File: config.mk
export PLATFORM = sky130hd
export DESIGN_NAME = div_ctrl
export DESIGN_NICKNAME = d
export VERILOG_FILES = /design/src/rtl/div_pkg.sv /design/src/rtl/div_period_cnt.sv /design/src/rtl/div_ctrl.sv
export SDC_FILE = /design/constraint.sdc
export NUM_CORES = 1
export LEC_CHECK = 0
export ABC_AREA = 1
export CAP_MARGIN = 10
export CORE_AREA = 2 2 80 97
export CTS_CLUSTER_SIZE = 12
export DETAILED_ROUTE_END_ITERATION = 8
export DIE_AREA = 0 0 82 99
export SETUP_SLACK_MARGIN = 0.1
export SLEW_MARGIN = 20
export SYNTH_ARGS = -nofsm -noshare
export SYNTH_HDL_FRONTEND = slang
export SYNTH_SLANG_ARGS = --single-unit
File: constraint.sdc
create_clock -name clk -period 2.2 [get_ports clk]
set_input_delay 0.22 -clock clk [delete_from_list [all_inputs] [get_ports clk]]
set_output_delay 0.22 -clock clk [all_outputs]
set_load 0.1 [all_outputs]
File: src/rtl/div_pkg.sv
// rtl/div_pkg.sv - shared types and constants for the divider controller
//
// Contents:
//   state_t     FSM state encoding (IDLE, RUN)
//   MIN_RATIO   smallest divide ratio that produces a valid waveform
//   ratio_bits  counter width needed to hold a given maximum ratio
package div_pkg;

  typedef enum logic {
    IDLE = 1'b0,
    RUN  = 1'b1
  } state_t;

  localparam int MIN_RATIO = 2;

  function automatic int ratio_bits(input int max_ratio);
    return $clog2(max_ratio + 1);
  endfunction

endpackage

File: src/rtl/div_period_cnt.sv
// rtl/div_period_cnt.sv - period counter with registered div_out/tick
//
// Ports:
//   clk, rst_n  clock, asynchronous active-low reset
//   load        start a new period on this edge (counter=0, tick=1, div_out=1)
//   run         advance the counter within the current period
//   ratio       active divide ratio N (>= 2)
//   last        counter is at N-1 (period boundary)
//   tick        one-cycle strobe on the first cycle of each period
//   div_out     high for counts 0..ceil(N/2)-1, low for the rest
// With neither load nor run the counter parks at 0 with both outputs low.
module div_period_cnt
  import div_pkg::*;
#(
  parameter int CNT_W = 8
) (
  input  logic             clk,
  input  logic             rst_n,
  input  logic             load,
  input  logic             run,
  input  logic [CNT_W-1:0] ratio,
  output logic             last,
  output logic             tick,
  output logic             div_out
);

  logic [CNT_W-1:0] cnt;
  logic [CNT_W-1:0] cnt_inc;
  logic [CNT_W-1:0] half;

  // ceil(N/2) computed without a carry bit so N = 2^CNT_W-1 still fits
  assign half    = (ratio >> 1) + {{(CNT_W-1){1'b0}}, ratio[0]};
  // cnt never exceeds N-2 when run is asserted, so the increment cannot wrap
  assign cnt_inc = cnt + 1'b1;
  assign last    = (cnt == ratio - 1'b1);

  always_ff @(posedge clk or negedge rst_n) begin
    if (!rst_n) begin
      cnt     <= '0;
      tick    <= 1'b0;
      div_out <= 1'b0;
    end else if (load) begin
      cnt     <= '0;
      tick    <= 1'b1;
      div_out <= 1'b1;
    end else if (run) begin
      cnt     <= cnt_inc;
      tick    <= 1'b0;
      div_out <= (cnt_inc < half);
    end else begin
      cnt     <= '0;
      tick    <= 1'b0;
      div_out <= 1'b0;
    end
  end

endmodule

File: src/rtl/div_ctrl.sv
// rtl/div_ctrl.sv - programmable frequency divider with deferred ratio changes
//
// Ports:
//   clk, rst_n  clock, asynchronous active-low reset
//   en          run enable, honoured only at period boundaries
//   req_valid   ratio-change request valid
//   req_ratio   requested divide ratio
//   req_ready   request accepted on req_valid & req_ready (no pending ratio)
//   req_err     pulse: accepted ratio below MIN_RATIO was discarded
//   applied     pulse: a new ratio became active
//   cur_ratio   active divide ratio
//   busy        FSM is in RUN
//   tick        strobe on the first cycle of each output period
//   div_out     divided square wave
module div_ctrl
  import div_pkg::*;
#(
  parameter int CNT_W     = 8,
  parameter int DEF_RATIO = 2
) (
  input  logic             clk,
  input  logic             rst_n,
  input  logic             en,
  input  logic             req_valid,
  input  logic [CNT_W-1:0] req_ratio,
  output logic             req_ready,
  output logic             req_err,
  output logic             applied,
  output logic [CNT_W-1:0] cur_ratio,
  output logic             busy,
  output logic             tick,
  output logic             div_out
);

  localparam logic [CNT_W-1:0] MIN_R = CNT_W'(MIN_RATIO);
  localparam logic [CNT_W-1:0] DEF_R = CNT_W'(DEF_RATIO);

  state_t           state, state_n;
  logic             load, run, last;
  logic             pend_valid;
  logic [CNT_W-1:0] pend_ratio;
  logic             accept, ratio_ok, at_bnd;

  assign req_ready = !pend_valid;
  assign busy      = (state == RUN);
  assign accept    = req_valid && req_ready;
  assign ratio_ok  = (req_ratio >= MIN_R);
  assign at_bnd    = (state == RUN) && last;

  always_ff @(posedge clk or negedge rst_n) begin
    if (!rst_n) state <= IDLE;
    else        state <= state_n;
  end

  always_comb begin
    state_n = state;
    load    = 1'b0;
    run     = 1'b0;
    case (state)
      IDLE: begin
        if (en) begin
          state_n = RUN;
          load    = 1'b1;
        end
      end
      RUN: begin
        if (!last)   run     = 1'b1;
        else if (en) load    = 1'b1;
        else         state_n = IDLE;
      end
      default: state_n = IDLE;
    endcase
  end

  // Ratio changes land only in IDLE or on a boundary edge, so the period
  // counter always sees a ratio that is stable for a whole period. A pending
  // ratio is drained at every boundary, including the one that drops to IDLE.
  always_ff @(posedge clk or negedge rst_n) begin
    if (!rst_n) begin
      cur_ratio  <= DEF_R;
      pend_ratio <= '0;
      pend_valid <= 1'b0;
      req_err    <= 1'b0;
      applied    <= 1'b0;
    end else begin
      req_err <= accept && !ratio_ok;
      applied <= 1'b0;
      if (accept && ratio_ok && (state == IDLE || at_bnd)) begin
        // pend_valid is necessarily clear here because req_ready was high
        cur_ratio <= req_ratio;
        applied   <= 1'b1;
      end else if (at_bnd && pend_valid) begin
        cur_ratio  <= pend_ratio;
        pend_valid <= 1'b0;
        applied    <= 1'b1;
      end else if (accept && ratio_ok) begin
        pend_ratio <= req_ratio;
        pend_valid <= 1'b1;
      end
    end
  end

  div_period_cnt #(
    .CNT_W (CNT_W)
  ) u_cnt (
    .clk     (clk),
    .rst_n   (rst_n),
    .load    (load),
    .run     (run),
    .ratio   (cur_ratio),
    .last    (last),
    .tick    (tick),
    .div_out (div_out)
  );

endmodule

-- After elaboration in Yosys (flattened, before gate mapping)
Index checks and enable logic that the tools add are counted.
Widths: inputs -> output; s select.
- $add $sub $neg: 3
- magnitude comparators: 2
- eq/ne operators: 1
- muxes and demuxes: 18
- bitwise operators: 3
- reduce and logical (&&, ||, !) cells: 13
- operator list (cell ; number):
    $mux 8 ; 4
    $mux 1 ; 12
    $add 7x1->8 ; 1
    $add 8x1->8 const B ; 1
    $eq 8x8->1 ; 1
    $ge 8x2->1 const B ; 1
    $lt 8x8->1 ; 1
    $sub 8x1->8 const B ; 1
    $logic_and 1x1->1 ; 6
    $pmux 1 s2 ; 2
    $reduce_bool 2->1 ; 2
    $not 1->1 ; 3
    $reduce_and 3->1 ; 1
    $logic_not 1->1 ; 2
    $reduce_and 2->1 ; 1
    $logic_or 1x1->1 ; 1
- bits in registers: 30
- bits of input ports: 12
- word-level logic and storage cells: 49

-- Depth between registers and ports, before layout
- depth after elaboration: 7
- mapped depth: 17
- mapped depth without buffers: 16

-- Modules after synthesis
From an unflattened synthesis, not the netlist that was laid out.
- cell total of the unflattened synthesis: 280
- area, all modules: 2048.2 um^2
- by module, submodules not included (module ; instances ; cells an instance ; area each (um^2)):
    div_period_cnt ; 1 ; 162 ; 1048.5
    div_ctrl ; 1 ; 118 ; 999.7

-- Worst setup path after synthesis
No wires, ideal clock.
- path kind: reg-to-reg
- from: register cur_ratio[0]
- to: register pend_valid
- library setup time: 0.156 ns
- arrival time: 2.561 ns
- required time: 2.044 ns
- setup slack: -0.517 ns
- stages on the path, launching flop included: 14
- path buffers: 1
- clock period less this slack: 2.717 ns
- path through: dfrtp_1 -> inv_1 -> ha_1 -> xor2_1 -> nand2_1 -> nor2_2 -> nand2_2 -> nor2_8 -> nand2_4 -> nand2_8 -> inv_6 -> nand2_8 -> buf_12 -> o21ai_1
- longest elaborated chain between the ends: 7
- ends and longest elaborated chain (element ; RTL line ; text):
    from (decl) ; div_ctrl.sv:29 ; output logic [CNT_W-1:0] cur_ratio,
    from (signal assigned) ; div_ctrl.sv:90 ; cur_ratio <= req_ratio;
    from (signal assigned) ; div_ctrl.sv:93 ; cur_ratio <= pend_ratio;
    $sub 8x1->8 * ; div_period_cnt.sv:35 ; assign last = (cnt == ratio - 1'b1);
    $eq 8x8->1 * ; div_period_cnt.sv:35 ;
    $logic_and 1x1->1 * ; div_ctrl.sv:48 ; assign at_bnd = (state == RUN) && last;
    $logic_or 1x1->1 ; div_ctrl.sv:88 ; if (accept && ratio_ok && (state == IDLE || at_bnd)) begin
    $logic_and 1x1->1 ; div_ctrl.sv:88 ;
    $not 1->1 (no line) ; n/a ;
    $reduce_and 2->1 (no line) ; n/a ;
    to (signal assigned) ; div_ctrl.sv:82 ; pend_valid <= 1'b0;
    to (signal assigned) ; div_ctrl.sv:94 ; pend_valid <= 1'b0;
    to (signal assigned) ; div_ctrl.sv:98 ; pend_valid <= 1'b1;
    to (decl) ; div_ctrl.sv:40 ; logic pend_valid;
Every way passes the cells marked *; elsewhere a longest branch is shown, timed or not.
A chain may end at the register's enable or synchronous reset.

-- Worst setup path after layout
- from: register cur_ratio[1]
- to: register u_cnt.div_out
- longest elaborated chain between the ends: 6
- ends and longest elaborated chain (element ; RTL line ; text):
    parallel branches: the longest is 5 deep, another holds $add 7x1->8 ; n/a ;
    $mux 1 * ; div_period_cnt.sv:42 ; end else if (load) begin
    to (signal assigned) ; div_period_cnt.sv:49 ; div_out <= (cnt_inc < half);
    to (decl) ; div_period_cnt.sv:24 ; output logic div_out
Every way passes the cells marked *.

==> flow_metrics.tcl <==
set metrics [dict create \
    ctsHtreeMaxLevel 2 \
    place_area_sq_mm 0.00247 \
    max-slew-margin-rel 0.744 \
    crit_start "cur_ratio[1]" \
    power.switching_mw 0.224 \
    hold_path_class "in2async" \
    syn_area_sq_mm 0.00208 \
    nets 332 \
    crit_type "reg2reg" \
    min_period_over_period 0.955 \
    syn_inst 264 \
    cp_max_fo 4 \
    yosys-top-cells-count "nand2_1 (64), inv_1 (37), dfrtp_1 (29), nand3_1 (27), nor2_1 (19)" \
    vdd_ir_drop_max_uv 314 \
    worst_setup_path_start_kind "register" \
    die_y_um 99 \
    ys_types 32 \
    combinationalPowerShare 0.040 \
    rows 34 \
    core_sq_mm 0.00715 \
    gp_congestion 0.792 \
    cellPowerDensity_mw_per_mm2 380 \
    hold_violations 0 \
    switching_share 0.214 \
    routed_wl_um 5020 \
    r2r_end "u_cnt.div_out" \
    yosysWarnings 0 \
    max_freq_ghz 0.476 \
    stdcell_count 400 \
    clk_path_buf_depth 2 \
    synth_top_area_share 0.349 \
    place.port_buffers 25 \
    syn-mean-instance-area_sq_um 7.88 \
    finalSetupViolCount 0 \
    rrSetupSlack_ps 100 \
    antenna_found_initial 0 \
    dp_cells 381 \
    io_pins 26 \
    leakagePower_nw 1.41 \
    grt_setup_unrepaired "yes" \
    worst-slew-pin-transition_ps 383 \
    clock_power_share 0.433 \
    insertion_delay_ps 280 \
    cp_data_arrival_time_ps 2310 \
    r2r_cells 11 \
    synth_ff_type "dfrtp_1" \
    syn_nets 287 \
    cts_tree "yes" \
    groute.usage.overall 0.136 \
    avgRoutedWirePerCell_um 12.5 \
    vias_per_cell 4.50 \
    antenna_left 0 \
    cts_root_buf "clkbuf_8" \
    antenna_cells 0 \
    slew_violations 0 \
    p_seq_frac 0.527 \
    wl_met3_um 135 \
    synth-seq-area-share 0.361 \
    clock_sinks 30 \
    gr-total-overflow 0 \
    async_flop_share 1.00 \
    wl_met2_um 2680 \
    start_util 0.291 \
    cts_buffers 5 \
    end_kind "register" \
    cp.required_ps 2410 \
    met1Wirelength_um 2120 \
    period_needed_ps 2100 \
    grt_pass1_vias 1852 \
    r2r-start "cur_ratio[1]" \
    status "complete, no violations" \
    post-dp-hpwl_um 3760 \
    synth_most_common_cell "nand2_1" \
    netlist_top_cells_area "dfrtp_1 (35%), nand2_1 (12%), inv_1 (6.7%)" \
    firstDrtPassIters 4 \
    endpoint "u_cnt.div_out" \
    die-area_sq_mm 0.00812 \
    drive_above_1_share 0.313 \
    grt_pass1_wl_um 8580 \
    synth-edff-count 0 \
    fin_area_sq_mm 0.00276 \
    fin_skew_ps 5.11 \
    hold_slack_ps 324 \
    drv_cap 0 \
    num_vias 1799 \
    synth_area_leader_cell "dfrtp_1" \
    drtIter0Drc 70 \
    drc 0 \
    path_clk_slew_ps 60 \
    synth_seq_cells 30 \
    highest_layer "met4" \
    area_delta_synth_final_pct 32.6 \
    grt_max_degree 31 \
    die_w_um 82 \
    p_int_mw 0.824 \
]
-- state kept, by name, indices dropped and copies added (netlist names) --
name           flops
applied            1
busy               1
cur_ratio          8
pend_ratio         8
pend_valid         1
req_err            1
u_cnt.cnt          8
u_cnt.div_out      1
u_cnt.tick         1
-- metal layers --
layer,global-route usage,vias up
met4,0.0436,0
met2,0.240,36
met5,0,-
met1,0.167,829
li1,-,926
met3,0.0201,8
-- worst max-delay path: stages, from the launching register on --
cell and delay, ps:
dfstp_4 650, ha_4 170, nand3_4 100, nor2_4 120, nand2_2 60, xor2_1 140, ha_1 320, a21oi_2 170
o21ai_2 80, a21oi_2 110, nand2_1 60, o21ai_1 60
-- cells by family (layout without fill, tap and decap cells) --
group / count (synthesis) / in the layout / synth area share
XOR/XNOR: 17 / 17 / 0.0716
AO/OA/AOI/OAI: 14 / 14 / 0.0409
buffers and inverters: 47 / 91 / 0.104
AND/OR/NAND/NOR: 145 / 147 / 0.356
flip-flops: 30 / 30 / 0.361
adder cells (fa/ha/maj): 11 / 11 / 0.0661
-- cell usage in the layout (no fill, tap or decap), drive strengths merged --
master	synthesis	layout
nand2	77	79
inv	40	40
nor3	3	3
a21oi	5	5
o21ai	9	9
clkinv	0	2
xnor2	5	5
dfrtp	29	29
clkbuf	2	7
nand3b	4	4
nor4	1	1
buf	5	31
xor2	12	12
nor2	25	25
dfstp	1	1
nand3	28	28
clkdlybuf4s50	0	11
ha	11	11
nand4	7	7
-- area by class of cell --
type / count / area [sq um]
multi-input cells: 189 / 1270
well taps: 90 / 113
fillers: 759 / 4390
inverters: 40 / 163
repair inverters: 1 / 8.76
repair buffers: 42 / 343
clock inverters: 1 / 5.00
flip-flops and latches: 30 / 766
clock buffers: 7 / 86.3
-- metrics by stage --
| stage | TNS (ps) | utilization | total power, mW | worst slack [ps] |
|---|---|---|---|---|
| 6_report | 0 | 0.386 | 1.05 | 98.0 |
| 4_1_cts | 0 | 0.374 | 1.06 | 53.8 |
| 5_1_grt | -1120 | 0.386 | 1.09 | -95.7 |
| 3_3_place_gp | -19.1 | 0.346 | 0.605 | -19.1 |
| 2_1_floorplan | -764 | - | 0.569 | -106 |
| 3_5_place_dp | -43.3 | 0.346 | 0.605 | -43.3 |
-- worst min-delay path by stage --
| stage | startpoint | endpoint | slack, ps | depth (start not counted) |
|---|---|---|---|---|
| after floorplan | rst_n | applied | -80 | 0 |
| after global placement | pend_ratio[2] | pend_ratio[2] | 470 | 2 |
| after detailed placement | pend_ratio[3] | pend_ratio[3] | 480 | 2 |
| after CTS | rst_n | pend_ratio[0] | 330 | 2 |
| after global routing | rst_n | cur_ratio[7] | 380 | 2 |
| final | rst_n | cur_ratio[7] | 320 | 2 |
-- power by group through the flow --
stage	logic, mW	registers (mW)	clock network (mW)
final	0.0422	0.552	0.453
after global routing	0.0479	0.551	0.487
after CTS	0.0433	0.552	0.466
after detailed placement	0.0433	0.562	0
after global placement	0.0438	0.562	0
after floorplan	0.00730	0.562	0
-- repair_timing --
action                                 in CTS  in global routing
gates cloned                                2                  1
hold buffers                                0                  0
buffers inserted                            5                  3
endpoints found under the hold margin       0                  0
setup endpoints to repair                  24                 28
pin swaps                                   4                 10
gates resized for setup                    11                 14
Power figures use the tool's default switching activity.
